### config.mk
export PLATFORM = sky130hd
export DESIGN_NAME = bin_to_bcd_seq
export DESIGN_NICKNAME = d
export VERILOG_FILES = /design/src/rtl/bcd_pkg.sv /design/src/rtl/bcd_digit_adjust.sv /design/src/rtl/bin_to_bcd_seq.sv
export SDC_FILE = /design/constraint.sdc
export NUM_CORES = 1
export LEC_CHECK = 0
export ABC_AREA = 0
export CAP_MARGIN = 20
export CORE_MARGIN = 2
export CORE_UTILIZATION = 50
export CTS_CLUSTER_SIZE = 12
export DETAILED_ROUTE_END_ITERATION = 8
export PLACE_DENSITY = 0.82
export REMOVE_ABC_BUFFERS = 1
export SLEW_MARGIN = 25
export SYNTH_ARGS = -nofsm -noshare
export SYNTH_HDL_FRONTEND = slang
export SYNTH_SLANG_ARGS = --single-unit
### constraint.sdc
create_clock -name i_clk -period 1.7 [get_ports i_clk]
set_input_delay 0.34 -clock i_clk [delete_from_list [all_inputs] [get_ports i_clk]]
set_output_delay 0.34 -clock i_clk [all_outputs]
set_load 0.01 [all_outputs]
### src/rtl/bcd_pkg.sv
// Shared definitions for the sequential binary-to-BCD converter.
//   state_t         : converter FSM state encoding
//   BCD_ADJ_THRESH  : digit value at or above which +3 is applied before a shift
//   BCD_ADJ_ADD     : the double-dabble correction amount
//   min_digits()    : decimal digits needed for the largest IN_WIDTH-bit value
package bcd_pkg;

  typedef enum logic [1:0] {
    ST_IDLE  = 2'd0,
    ST_SHIFT = 2'd1,
    ST_DONE  = 2'd2
  } state_t;

  localparam logic [3:0] BCD_ADJ_THRESH = 4'd5;
  localparam logic [3:0] BCD_ADJ_ADD    = 4'd3;

  // Number of decimal digits in 2^in_width - 1 (valid for in_width <= 63).
  function automatic int min_digits(input int in_width);
    longint unsigned max_val;
    longint unsigned pow;
    int              d;
    max_val = (64'd1 << in_width) - 64'd1;
    pow     = 64'd10;
    d       = 1;
    for (int i = 0; i < 19; i++) begin
      if (pow <= max_val) begin
        pow = pow * 64'd10;
        d   = d + 1;
      end
    end
    return d;
  endfunction

endpackage

### src/rtl/bcd_digit_adjust.sv
// Double-dabble digit correction: adds 3 to a BCD digit that is 5 or more so
// the following left shift carries correctly into the next decimal digit.
//   value    : 4-bit BCD digit before the shift
//   adjusted : value + 3 when value >= 5, else value
module bcd_digit_adjust
  import bcd_pkg::*;
(
  input  logic [3:0] value,
  output logic [3:0] adjusted
);

  // Digits are at most 9 here, so value + 3 never exceeds 4 bits.
  assign adjusted = (value >= BCD_ADJ_THRESH) ? value + BCD_ADJ_ADD : value;

endmodule

### src/rtl/bin_to_bcd_seq.sv
// Sequential double-dabble converter: one shift per clock, IN_WIDTH shifts
// per conversion, start/busy/done handshake. o_bcd changes only on
// completion or reset, so downstream digit decoders never see partial values.
//   i_clk   : clock, rising edge
//   i_rst_n : asynchronous active-low reset
//   i_start : conversion request, accepted when not busy
//   i_bin   : unsigned binary input, captured on an accepted start
//   o_busy  : high while shifting
//   o_done  : one-cycle pulse when o_bcd has just been updated
//   o_bcd   : packed BCD, digit k (10^k) at [4k+3:4k]
module bin_to_bcd_seq
  import bcd_pkg::*;
#(
  parameter int IN_WIDTH = 8,
  parameter int DIGITS   = 3
) (
  input  logic                  i_clk,
  input  logic                  i_rst_n,
  input  logic                  i_start,
  input  logic [IN_WIDTH-1:0]   i_bin,
  output logic                  o_busy,
  output logic                  o_done,
  output logic [4*DIGITS-1:0]   o_bcd
);

  localparam int SCR_W = 4 * DIGITS;
  localparam int CNT_W = $clog2(IN_WIDTH + 1);

  if (DIGITS < min_digits(IN_WIDTH)) begin : g_bad_digits
    $error("bin_to_bcd_seq: DIGITS too small to hold 2^IN_WIDTH-1");
  end

  state_t              state_q, state_d;
  logic [IN_WIDTH-1:0] bin_q;
  logic [SCR_W-1:0]    scratch_q;
  logic [SCR_W-1:0]    scratch_adj;
  logic [SCR_W-1:0]    scratch_shift;
  logic [CNT_W-1:0]    cnt_q;
  logic                accept;
  logic                last_shift;

  for (genvar k = 0; k < DIGITS; k++) begin : g_adj
    bcd_digit_adjust u_adj (
      .value    (scratch_q[4*k +: 4]),
      .adjusted (scratch_adj[4*k +: 4])
    );
  end

  // Adjusted scratch shifted left, binary MSB entering digit 0.
  assign scratch_shift = {scratch_adj[SCR_W-2:0], bin_q[IN_WIDTH-1]};

  always_ff @(posedge i_clk or negedge i_rst_n) begin
    if (!i_rst_n) begin
      state_q <= ST_IDLE;
    end else begin
      // NOTE: registers use non-blocking assignments so every flop samples
      // pre-edge values regardless of statement order.
      state_q <= state_d;
    end
  end

  always_comb begin
    // NOTE: every output of this block gets a default first, so no path
    // leaves a signal unassigned and no latch is inferred.
    state_d    = state_q;
    o_busy     = 1'b0;
    o_done     = 1'b0;
    accept     = 1'b0;
    last_shift = 1'b0;
    unique case (state_q)
      ST_IDLE: begin
        accept = i_start;
        if (i_start) state_d = ST_SHIFT;
      end
      ST_SHIFT: begin
        o_busy     = 1'b1;
        last_shift = (cnt_q == CNT_W'(1));
        if (last_shift) state_d = ST_DONE;
      end
      ST_DONE: begin
        o_done  = 1'b1;
        accept  = i_start;
        state_d = i_start ? ST_SHIFT : ST_IDLE;
      end
      default: state_d = ST_IDLE;
    endcase
  end

  always_ff @(posedge i_clk or negedge i_rst_n) begin
    if (!i_rst_n) begin
      bin_q     <= '0;
      scratch_q <= '0;
      cnt_q     <= '0;
      o_bcd     <= '0;
    end else if (accept) begin
      bin_q     <= i_bin;
      scratch_q <= '0;
      cnt_q     <= CNT_W'(IN_WIDTH);
    end else if (state_q == ST_SHIFT) begin
      bin_q     <= {bin_q[IN_WIDTH-2:0], 1'b0};
      scratch_q <= scratch_shift;
      cnt_q     <= cnt_q - CNT_W'(1);
      if (last_shift) o_bcd <= scratch_shift;
    end
  end

endmodule
==> After elaboration in Yosys (flattened, before gate mapping) <==
Index checks and enable logic that the tools add are counted.
{ "totals": {"reg_bits": 38, "inputBits": 11, "output_inout_bits": 14, "wordCells": 40} }
{ "op_classes": {"addsub": 4, "order_cmp": 3, "eq_ne": 5, "mux": 17, "bitwise_logic": 1, "reduce_logical": 5} }
{ "ops": {"columns": ["operator", "n"], "rows": [
  ["2-to-1 mux 12 bit", 2],
  ["2-to-1 mux 4 bit", 4],
  ["2-to-1 mux 8 bit", 2],
  [">= comparator 4 x 3 -> 1 bit, second input constant", 3],
  ["adder 4 x 2 -> 4 bit, second input constant", 2],
  ["one-hot mux 2 bit (3 select lines)", 1],
  ["2-to-1 mux 1 bit", 5],
  ["equality test 4 x 1 -> 1 bit, second input constant", 1],
  ["2-to-1 mux 2 bit", 2],
  ["!= test 2 bit, second input constant", 2],
  ["subtractor 4 x 1 -> 4 bit, second input constant", 1],
  ["adder 3 x 2 -> 3 bit, second input constant", 1],
  ["2-to-1 mux 3 bit", 1],
  ["AND reduction 3 bit", 1],
  ["equality test 2 x 1 -> 1 bit, second input constant", 1],
  ["equality test 2 bit, second input constant", 1],
  ["zero test 2 bit", 1],
  ["AND reduction 2 bit", 1],
  ["nonzero test 2 bit", 1],
  ["OR reduction 2 bit", 1],
  ["inverter 1 bit", 1]
]} }

==> Logic depth before layout (Yosys ltp) <==
Gate-level depths: netlist of run 1.
{ "depth": {"word_depth": 5, "mapped_depth": 7, "mapped_depth_nobuf": 6} }

==> Hierarchy <==
From an unflattened synthesis of run 1, not the netlist that was laid out.
{ "unflattened": {"cells_unflattened": 166, "area_unflattened_um2": 1856.8} }
{ "modules_own_cells": {"columns": ["module", "instances", "cells_per_inst", "area_each_um2", "seq_area_each_um2"], "rows": [
  ["bin_to_bcd_seq", 1, 118, 1552.7, 950.9],
  ["bcd_digit_adjust", 3, 16, 101.3, 0.0]
]} }

==> Worst setup path before layout of run 1 <==
No wires, ideal clock.
{ "synth_timing": {"path_type": "flip-flop to flip-flop", "startpoint": "reg scratch_q[4]", "endpoint": "reg o_bcd[6]", "setup_ps": 125, "t_arrival_ps": 1297, "required_time_ps": 1575, "slack_ps": 278, "stages_incl_launch_ff": 7, "n_path_buf": 0, "period_less_slack_ps": 1422, "path_cell_list": "dfrtp_1 -> inv_1 -> ha_1 -> nand2b_2 -> a21oi_4 -> mux2i_1 -> mux2_4"} }
{ "synth_between": {"elab_chain_cells": 2, "word_cells_on_any_way": 3, "classes_between": "1 x add/sub; 1 x order compare; 1 x mux"} }
{ "synth_rtl": {"columns": ["element", "line", "text"], "rows": [
  ["start, declared", "bin_to_bcd_seq.sv:35", "logic [SCR_W-1:0] scratch_q;"],
  ["start signal, assigned", "bin_to_bcd_seq.sv:101", "scratch_q <= scratch_shift;"],
  ["adder 4 x 2 -> 4 bit or >= comparator 4 x 3 -> 1 bit (tied branches)", "bcd_digit_adjust.sv:13", "assign adjusted = (value >= BCD_ADJ_THRESH) ? value + BCD_ADJ_ADD : value;"],
  ["2-to-1 mux 4 bit (*)", "bcd_digit_adjust.sv:13", null],
  ["end signal, assigned", "bin_to_bcd_seq.sv:103", "if (last_shift) o_bcd <= scratch_shift;"],
  ["end, declared", "bin_to_bcd_seq.sv:23", "output logic [4*DIGITS-1:0] o_bcd"]
]} }
Every way passes the cells marked *; elsewhere a longest branch is shown, timed or not.
A chain may end at the register's enable or synchronous reset.

==> Worst setup path after layout of run 1 <==
{ "layout_timing": {"startpoint": "reg o_bcd[9]", "endpoint": "out o_bcd[9]"} }
No word-level cell between the ends.

==> results of run 1 <==
registers in the layout (all words and copies together), names as in the netlist:
| register | cells |
|---|---|
| scratch_q | 12 |
| bin_q | 8 |
| state_q | 2 |
| cnt_q | 4 |
| o_bcd | 12 |
through the flow:
| stage | cells | util |
|---|---|---|
| finish | 245 | 0.6462 |
| global route | 245 | 0.6462 |
| CTS | 245 | 0.6436 |
| detailed placement | 239 | 0.6293 |
| global placement | 239 | 0.6293 |
| floorplan | 162 | - |
power by group through the flow:
stage	logic, mW	registers, mW	clock network [mW]
2_1_floorplan	1.30	1.63	0
3_3_place_gp	1.92	1.62	0
3_5_place_dp	2.05	1.65	0
4_1_cts	2.05	1.63	0.477
5_1_grt	2.29	1.69	0.526
6_report	2.05	1.64	0.477
cell usage in the layout, fill, tap and decap left out, types with 3 or more instances in the layout:
cell type	count
dfrtp_1	38
nand2_1	30
clkdlybuf4s50_1	22
o21ai_0	12
inv_1	8
a22o_1	7
a22oi_1	7
ha_1	7
a21oi_1	6
buf_4	6
nor3b_1	5
o21ai_1	5
mux2_4	5
clkbuf_4	5
xnor2_1	4
nand2b_1	3
nand3_1	3
metal layers:
layer	GRT usage	vias to the layer above	wire length (um)
met1	0.2368	628	1580
met3	0.06076	10	160
met5	0	-	0
met2	0.3385	29	1772
met4	0.07181	0	63
li1	-	635	-
layout make-up:
class	count	area share
multi-input cells	114	0.3645
inverters	10	0.01814
clock buffers	6	0.02324
well taps	46	0.02608
repair buffers	31	0.1372
flip-flops and latches	38	0.4308
worst max path at each step:
stage               slack, ps             to  startpoint
global placement          130  scratch_q[11]     i_start
floorplan                -110      o_bcd[10]  state_q[1]
global route               20       o_bcd[1]    o_bcd[1]
finish                     70       o_bcd[9]    o_bcd[9]
CTS                        70       o_bcd[1]    o_bcd[1]
detailed placement         30  scratch_q[11]     i_start
cell families after synthesis:
kind of cell | Yosys count | synth area share
AO/OA/AOI/OAI | 40 | 0.1474
AND/OR/NAND/NOR | 52 | 0.1461
XOR/XNOR | 5 | 0.02389
multiplexers | 9 | 0.06348
adder cells (fa/ha/maj) | 8 | 0.05461
flip-flops | 38 | 0.5188
buffers and inverters | 17 | 0.04573
==> metrics.md, run 1 <==
| Metric | Value |
|---|---|
| Setup bufs post-CTS | `0` |
| DRT Wirelength | `around 3.6 mm` |
| Area share of the largest cell type after synthesis | `0.5188` |
| Worst Path Arrival | `1290 ps` |
| Slowest CP cell | `clkdlybuf4s50_1` |
| Final Critical Period | `roughly 1600 ps` |
| Status | `complete, no violations` |
| # setup viols final | `0` |
| CP cell instances | `clkdlybuf4s50_1` |
| Sequential share of power | `0.393` |
| Final hold vios | `0` |
| P per Cell Area | `between 1500 and 2000 nW/um^2` |
| RSZ-0062 raised after global routing | `false` |
| Register-to-Register Path Depth | `6` |
| GRT overflow | `0` |
| Initial DRT Pass Iterations | `4` |
| Die height | `64.55 um` |
| 1st-iter DRT viols | `74` |
| Netlist cell types | `30` |
| DRC | `0` |
| Leak pwr | `1.004 nW` |
| Pins Over Slew Limit | `0` |
| Sequential cell area | `about 950 um^2` |
| Reg-to-reg startpoint | `scratch_q[4]` |
| CTS tree | `done` |
| Fmax | `613.2 MHz` |
| Post-synthesis sequential area ratio | `0.5188` |
| Post-synth EDFFs | `0` |
| PortBufs | `24` |
| Sum Neg Setup Slack | `0 ps` |
| Cell with the most instances after synthesis | `dfrtp_1` |
| Final period util | `0.9593` |
| Vias per cell | `5.314` |
| Worst-case clock buffer depth | `2` |
| Syn Inst Count | `about 170` |
| Vias in the first global route | `between 1000 and 1500` |
| Prevailing post-synth register cell | `dfrtp_1` |
| # diodes | `0` |
| Die Footprint | `4166 um^2` |
| Area Growth Syn to Fin | `20.41%` |
| Hold Slack | `341.4 ps` |
| Row count | `21` |
| Pre-CTS setup slack | `around 33 ps` |
| Vias | `1302` |
| Setup ws final | `69.21 ps` |
| Initial antenna violation count | `0` |
| Layout cells sized above 1 | `0.1558` |
| Top post-synthesis cells by area | `dfrtp_1 (52%), nand2_1 (6.1%), ha_1 (5.5%)` |
| Max FO, Critical Path | `2` |
| Max_slew headroom | `0.6750` |
| Root Driver | `clkbuf_4` |
| Commonest cells in the netlist | `dfrtp_1 (38), nand2_1 (30), o21ai_0 (12), ha_1 (8), inv_1 (8)` |
| Part of the power in combinational logic | `0.493` |
| Post_cts resized | `2` |
| Worst path max stage delay | `550 ps` |
| Global placer's final weighted congestion | `between 0.7 and 0.8` |
| YS warnings | `0` |
| DP Area | `roughly 2100 um^2` |
| R2r setup slk | `80 ps` |
| Die width | `64.55 um` |
| Post-synthesis cell area | `1833 um^2` |
| Largest net degree at the start of global routing | `39` |
| Synth Area per Inst | `10.85 um^2` |
| CTS H-tree depth | `2` |
| Starting Density | `0.5366` |
| FF-to-FF End | `o_bcd[6]` |
| Power consumption | `4.166 mW` |
| Power share of the clock group | `0.114` |
| Clock sinks | `38` |
| Internal power | `between 2 and 3 mW` |
| Hold Path Class | `in2async` |
| HPWL Detailed | `about 2.6 mm` |
| GRT Overall Usage | `0.1983` |
| Max Cap Viol | `0` |
| Worst-path clk slew | `110 ps` |
| Switching Fraction | `0.3985` |
| Cell taking the most area after synthesis | `dfrtp_1` |
| Startpoint Class | `register` |
| Num ports | `25` |
| Setup CP Type | `reg2out` |
| Worst-Skew Late Latency | `~350 ps` |
| ANT nets after route | `0` |
| Max IR drop VDD | `0.9832 mV` |
| Worst-margin pin slew | `486.4 ps` |
| Final Instance Area | `2207 um^2` |
| CP bufs+invs | `1` |
| Nets | `approximately 220` |
| Ys async rst share | `1.000` |
| Clock skew | `9.576 ps` |
| First-pass GRT wire length | `slightly above 6 mm` |
| CTS Buf Count | `5` |
| CORE AREA | `3416 um^2` |
| NetSw | `1.660 mW` |
| Fill cells | `284` |
| CP Data Required Time | `about 1400 ps` |
| FF+latch count, synth | `38` |
| CP Depth | `1` |
| DR WL/cell | `approximately 15 um` |
| CP top delay family | `buffers and inverters` |
| Area taken by multi-input logic gates | `804.5 um^2` |
| Critical Path Sink Type | `output port` |
| Cts hold-fix bufs | `0` |
Power figures use the tool's default switching activity.
==> inputs of run 2 (changes only) <==
- SETUP_SLACK_MARGIN: not set -> 0.3
==> metrics.md, run 2 (synthesis results as in run 1) <==
| Metric | Value |
|---|---|
| Fmax | `676.9 MHz` |
| Final period util | `0.8691` |
| FF-to-FF End | `o_bcd[2]` |
| Clock skew | `5.870 ps` |
| First-pass GRT wire length | `6.893 mm` |
| Row count | `21` |
| Status | `complete, no violations` |
| Die width | `64.55 um` |
| Die Footprint | `between 4000 and 5000 um^2` |
| Hold Path Class | `in2async` |
| Critical Path Sink Type | `output port` |
| Max_slew headroom | `0.7085` |
| 1st-iter DRT viols | `66` |
| CP Data Required Time | `1360 ps` |
| Leak pwr | `1.175 nW` |
| Vias | `1459` |
| GRT overflow | `0` |
| Root Driver | `clkbuf_4` |
| DRC | `0` |
| Layout cells sized above 1 | `0.3527` |
| Clock sinks | `38` |
| Global placer's final weighted congestion | `~0.73` |
| GRT Overall Usage | `0.2220` |
| Vias in the first global route | `1466` |
| Most frequent cells in the layout | `dfrtp_1 (38), nand2_1 (29), buf_4 (26)` |
| Worst Path Arrival | `1140 ps` |
| Largest net degree at the start of global routing | `39` |
| Num ports | `25` |
| Worst-margin pin slew | `432.7 ps` |
| Worst-case clock buffer depth | `2` |
| Max FO, Critical Path | `3` |
| # diodes | `0` |
| Starting Density | `0.5366` |
| Final Instance Area | `2519 um^2` |
| Register-to-Register Path Depth | `6` |
| CORE AREA | `3416 um^2` |
| CTS H-tree depth | `2` |
| PortBufs | `24` |
| Fin util | `0.7374` |
| RSZ-0062 raised after global routing | `true` |
| Max Cap Viol | `0` |
| DRT Wirelength | `4.371 mm` |
| Vias per cell | `5.404` |
| Commonest non-fill, non-tap cell in the layout | `dfrtp_1` |
| Pins Over Slew Limit | `0` |
| Initial antenna violation count | `0` |
| Setup CP Type | `reg2out` |
| DR WL/cell | `16.19 um` |
| Worst-Skew Late Latency | `around 350 ps` |
| P per Cell Area | `1940 nW/um^2` |
| Nets | `about 240` |
| Initial DRT Pass Iterations | `4` |
| HPWL Detailed | `2.609 mm` |
| Reg-to-reg startpoint | `scratch_q[0]` |
| Max IR drop VDD | `1.003 mV` |
| Final hold vios | `0` |
| DP Area | `2150 um^2` |
| Worst-path clk slew | `110 ps` |
| Biggest regs | `o_bcd x12, scratch_q x12, bin_q x8` |
| ANT nets after route | `0` |
| CTS Buf Count | `5` |
| R2r setup slk | `240 ps` |
| # setup viols final | `0` |
| Cts hold-fix bufs | `0` |
| Die height | `64.55 um` |
| Final Critical Period | `1477 ps` |
| Area Growth Syn to Fin | `37.41%` |
| CTS tree | `done` |
| Startpoint Class | `register` |
-- run 2: cell types whose count changed in the layout (fill, tap and decap cells not counted), sizes merged, moves of 4 or more --
cell,previous run,this run
clkdlybuf4s15,0,6
dlygate4sd2,2,6
clkdlybuf4s50,22,10
buf,7,32
-- run 2: repair_timing --
item | 4_1_cts | 5_1_grt
pin swaps | 10 | 0
resized for setup | 48 | 18
cloned | 1 | 1
buffers inserted | 15 | 8
endpoints found under the setup margin | 44 | 37
-- run 2: routing by layer --
layer,global-route usage,part of all wire
met2,0.3945,0.53
met5,0,0
met3,0.06076,0.059
met4,0.06915,0.014
met1,0.2609,0.40
-- run 2: power breakdown --
part           leakage [nW]  internal [mW]  total (mW)  switching, mW
Combinational         0.665           1.43        2.76           1.33
Clock                0.0302          0.186       0.471          0.284
Sequential            0.481           1.30        1.66          0.361
Total                  1.18           2.91        4.89           1.98
-- run 2: cell type report --
type / instances / area, um^2
flip-flops and latches: 38 / 950.9
inverters: 10 / 42.54
multi-input cells: 115 / 939.7
fillers: 239 / 897.1
repair buffers: 55 / 476.7
clock buffers: 6 / 51.30
well taps: 46 / 57.56
-- run 2: critical path: stages, from the launching register on --
cell and delay [ps]:
dfrtp_1 380, nand2b_1 170, inv_2 100, clkbuf_2 140
-- run 2: how the worst max path moves through the flow --
stage	from	end	slack [ps]
after floorplan	state_q[1]	o_bcd[10]	-110
after global placement	i_start	scratch_q[11]	130
after global routing	state_q[1]	o_busy	160
after CTS	state_q[1]	o_busy	90
final	state_q[1]	o_busy	220
after detailed placement	i_start	scratch_q[11]	30
-- run 2: through the flow --
stage | setup TNS, ps | std cells | setup WS (ps) | power [mW] | hold WS, ps
global route | 0 | 270 | 158.9 | 5.232 | 344.3
global placement | 0 | 239 | 129.1 | 3.536 | 461.5
CTS | 0 | 261 | 92.53 | 4.632 | 351.7
floorplan | -558.5 | 162 | -111.7 | 2.931 | 44.41
detailed placement | 0 | 239 | 32.84 | 3.698 | 474.4
finish | 0 | 270 | 222.6 | 4.887 | 347.8
==> inputs of run 3 (changes only) <==
- CELL_PAD_IN_SITES_DETAIL_PLACEMENT: not set -> 0
- CELL_PAD_IN_SITES_GLOBAL_PLACEMENT: not set -> 1
- CORE_UTILIZATION: 50 -> 42
- CTS_CLUSTER_SIZE: 12 -> 24
- PLACE_DENSITY: 0.82 -> 0.86
- SKIP_CTS_REPAIR_TIMING: not set -> 1
==> metrics.md, run 3 (synthesis results as in run 1) <==
| Metric | Value |
|---|---|
| Status | `finished, violations left` |
| Failing checks | `hold timing` |
| # setup viols final | `0` |
| DR WL/cell | `between 15 and 20 um` |
| CP Launch Point | `cnt_q[1]` |
| Hold Path Class | `in2async` |
| PortBufs | `24` |
| Global placer's final weighted congestion | `0.7297` |
| Pre-CTS setup slack | `44.98 ps` |
| Worst-path clk slew | `80 ps` |
| Final hold vios | `3` |
| Internal power | `3.074 mW` |
| Max FO, Critical Path | `6` |
| Power share of the clock group | `0.127` |
| CTS tree | `done` |
| GRT Overall Usage | `0.1647` |
| Layout cells sized above 1 | `0.3364` |
| Vias | `1403` |
| CORE AREA | `4264 um^2` |
| CTS H-tree depth | `2` |
| Worst Path Arrival | `1670 ps` |
| Die width | `70.06 um` |
| R2r setup slk | `200 ps` |
| FF-to-FF End | `o_bcd[1]` |
| # diodes | `0` |
| Final Critical Period | `roughly 1500 ps` |
| Worst-case clock buffer depth | `2` |
| Area taken by multi-input logic gates | `a little over 900 um^2` |
| Vias per cell | `5.216` |
| ANT nets after route | `0` |
| Nets | `between 200 and 250` |
| First-pass GRT wire length | `6.368 mm` |
| Part of the power in combinational logic | `0.539` |
| Setup CP Type | `reg2reg` |
| Fmax | `666.3 MHz` |
| Root Driver | `clkbuf_8` |
| P per Cell Area | `1964 nW/um^2` |
| Biggest regs | `o_bcd x12, scratch_q x12, bin_q x8` |
| Switching Fraction | `0.3878` |
| HPWL Detailed | `roughly 2.7 mm` |
| GRT overflow | `0` |
| Clock skew | `7.406 ps` |
| Vias in the first global route | `about 1300` |
| 1st-iter DRT viols | `103` |
| Sequential share of power | `0.334` |
| Critical Path Sink Type | `register` |
| Num ports | `25` |
| Hold Slack | `-10.91 ps` |
| Setup crit end | `o_bcd[1]` |
| Max_slew headroom | `0.6984` |
| Pins Over Slew Limit | `0` |
| Most frequent cells in the layout | `dfrtp_1 (36), nand2_1 (27), buf_4 (18)` |
| Startpoint Class | `register` |
| RSZ-0062 raised after global routing | `true` |
| Worst-Skew Late Latency | `290 ps` |
| Reg-to-reg startpoint | `cnt_q[1]` |
| Register-to-Register Path Depth | `6` |
| Starting Density | `0.4299` |
| DP Area | `2167 um^2` |
| Final Instance Area | `between 2000 and 3000 um^2` |
| Largest net degree at the start of global routing | `22` |
| Fill cells | `336` |
| Leak pwr | `1.300 nW` |
| Initial DRT Pass Iterations | `4` |
| Row count | `24` |
| Initial antenna violation count | `0` |
| Commonest non-fill, non-tap cell in the layout | `dfrtp_1` |
| Clock sinks | `38` |
| NetSw | `1.947 mW` |
| Final period util | `0.8829` |
| DRT Wirelength | `about 4.3 mm` |
| CP Data Required Time | `~1900 ps` |
| Area Growth Syn to Fin | `39.45%` |
| Max IR drop VDD | `0.8774 mV` |
| CTS Buf Count | `5` |
| DRC | `0` |
| Die Footprint | `about 4900 um^2` |
| Sequential cell area | `953.4 um^2` |
| Setup ws final | `199.1 ps` |
| Worst-margin pin slew | `452.4 ps` |
| Die height | `70.06 um` |
| Max Cap Viol | `0` |
run 3: layout make-up:
type                       count  area share
clock buffer                   7     0.03377
clock inverter                 1    0.001958
inverter                      10     0.01664
multi-input combinational    114      0.3651
sequential                    38      0.3730
tap                           52     0.02545
timing repair buffer          47      0.1840
run 3: through the flow:
stage	util	std cells	power, mW	hold slack [ps]	setup TNS, ps
6_report	0.5995	269	5.021	-10.91	0
5_1_grt	0.5995	269	5.365	20.79	0
4_1_cts	0.5296	255	4.397	12.74	-127.6
3_5_place_dp	0.5082	247	3.748	319.5	0
3_3_place_gp	0.5082	247	3.619	311.9	0
2_1_floorplan	-	162	2.931	44.41	-558.5
run 3: how the worst min path moves through the flow:
stage                       start        end  slack [ps]  cells after the start
after detailed placement  i_rst_n  o_bcd[10]         320                      1
after floorplan           i_rst_n   bin_q[0]          40                      0
after CTS                 i_rst_n  o_bcd[10]          10                      1
after global routing      i_rst_n  o_bcd[10]          20                      1
final                     i_rst_n  o_bcd[10]         -10                      1
after global placement    i_rst_n  o_bcd[10]         310                      1
run 3: worst max-delay path, cell delays in order (launching register included):
cell,delay (ps)
dfrtp_1,410
inv_2,90
ha_4,120
nor3b_4,210
nand2_2,120
clkinv_4,120
mux2_4,310
run 3: routing by layer:
metal,GRT usage,routed length (um)
met5,0,0
met4,0.05128,96
met1,0.2011,1803
met3,0.03896,136
met2,0.2878,2240
run 3: power groups by stage:
stage | clock (mW) | combinational [mW] | sequential (mW)
2_1_floorplan | 0 | 1.30 | 1.63
3_3_place_gp | 0 | 2.00 | 1.62
6_report | 0.636 | 2.71 | 1.68
3_5_place_dp | 0 | 2.11 | 1.64
5_1_grt | 0.698 | 2.93 | 1.73
4_1_cts | 0.650 | 2.12 | 1.63
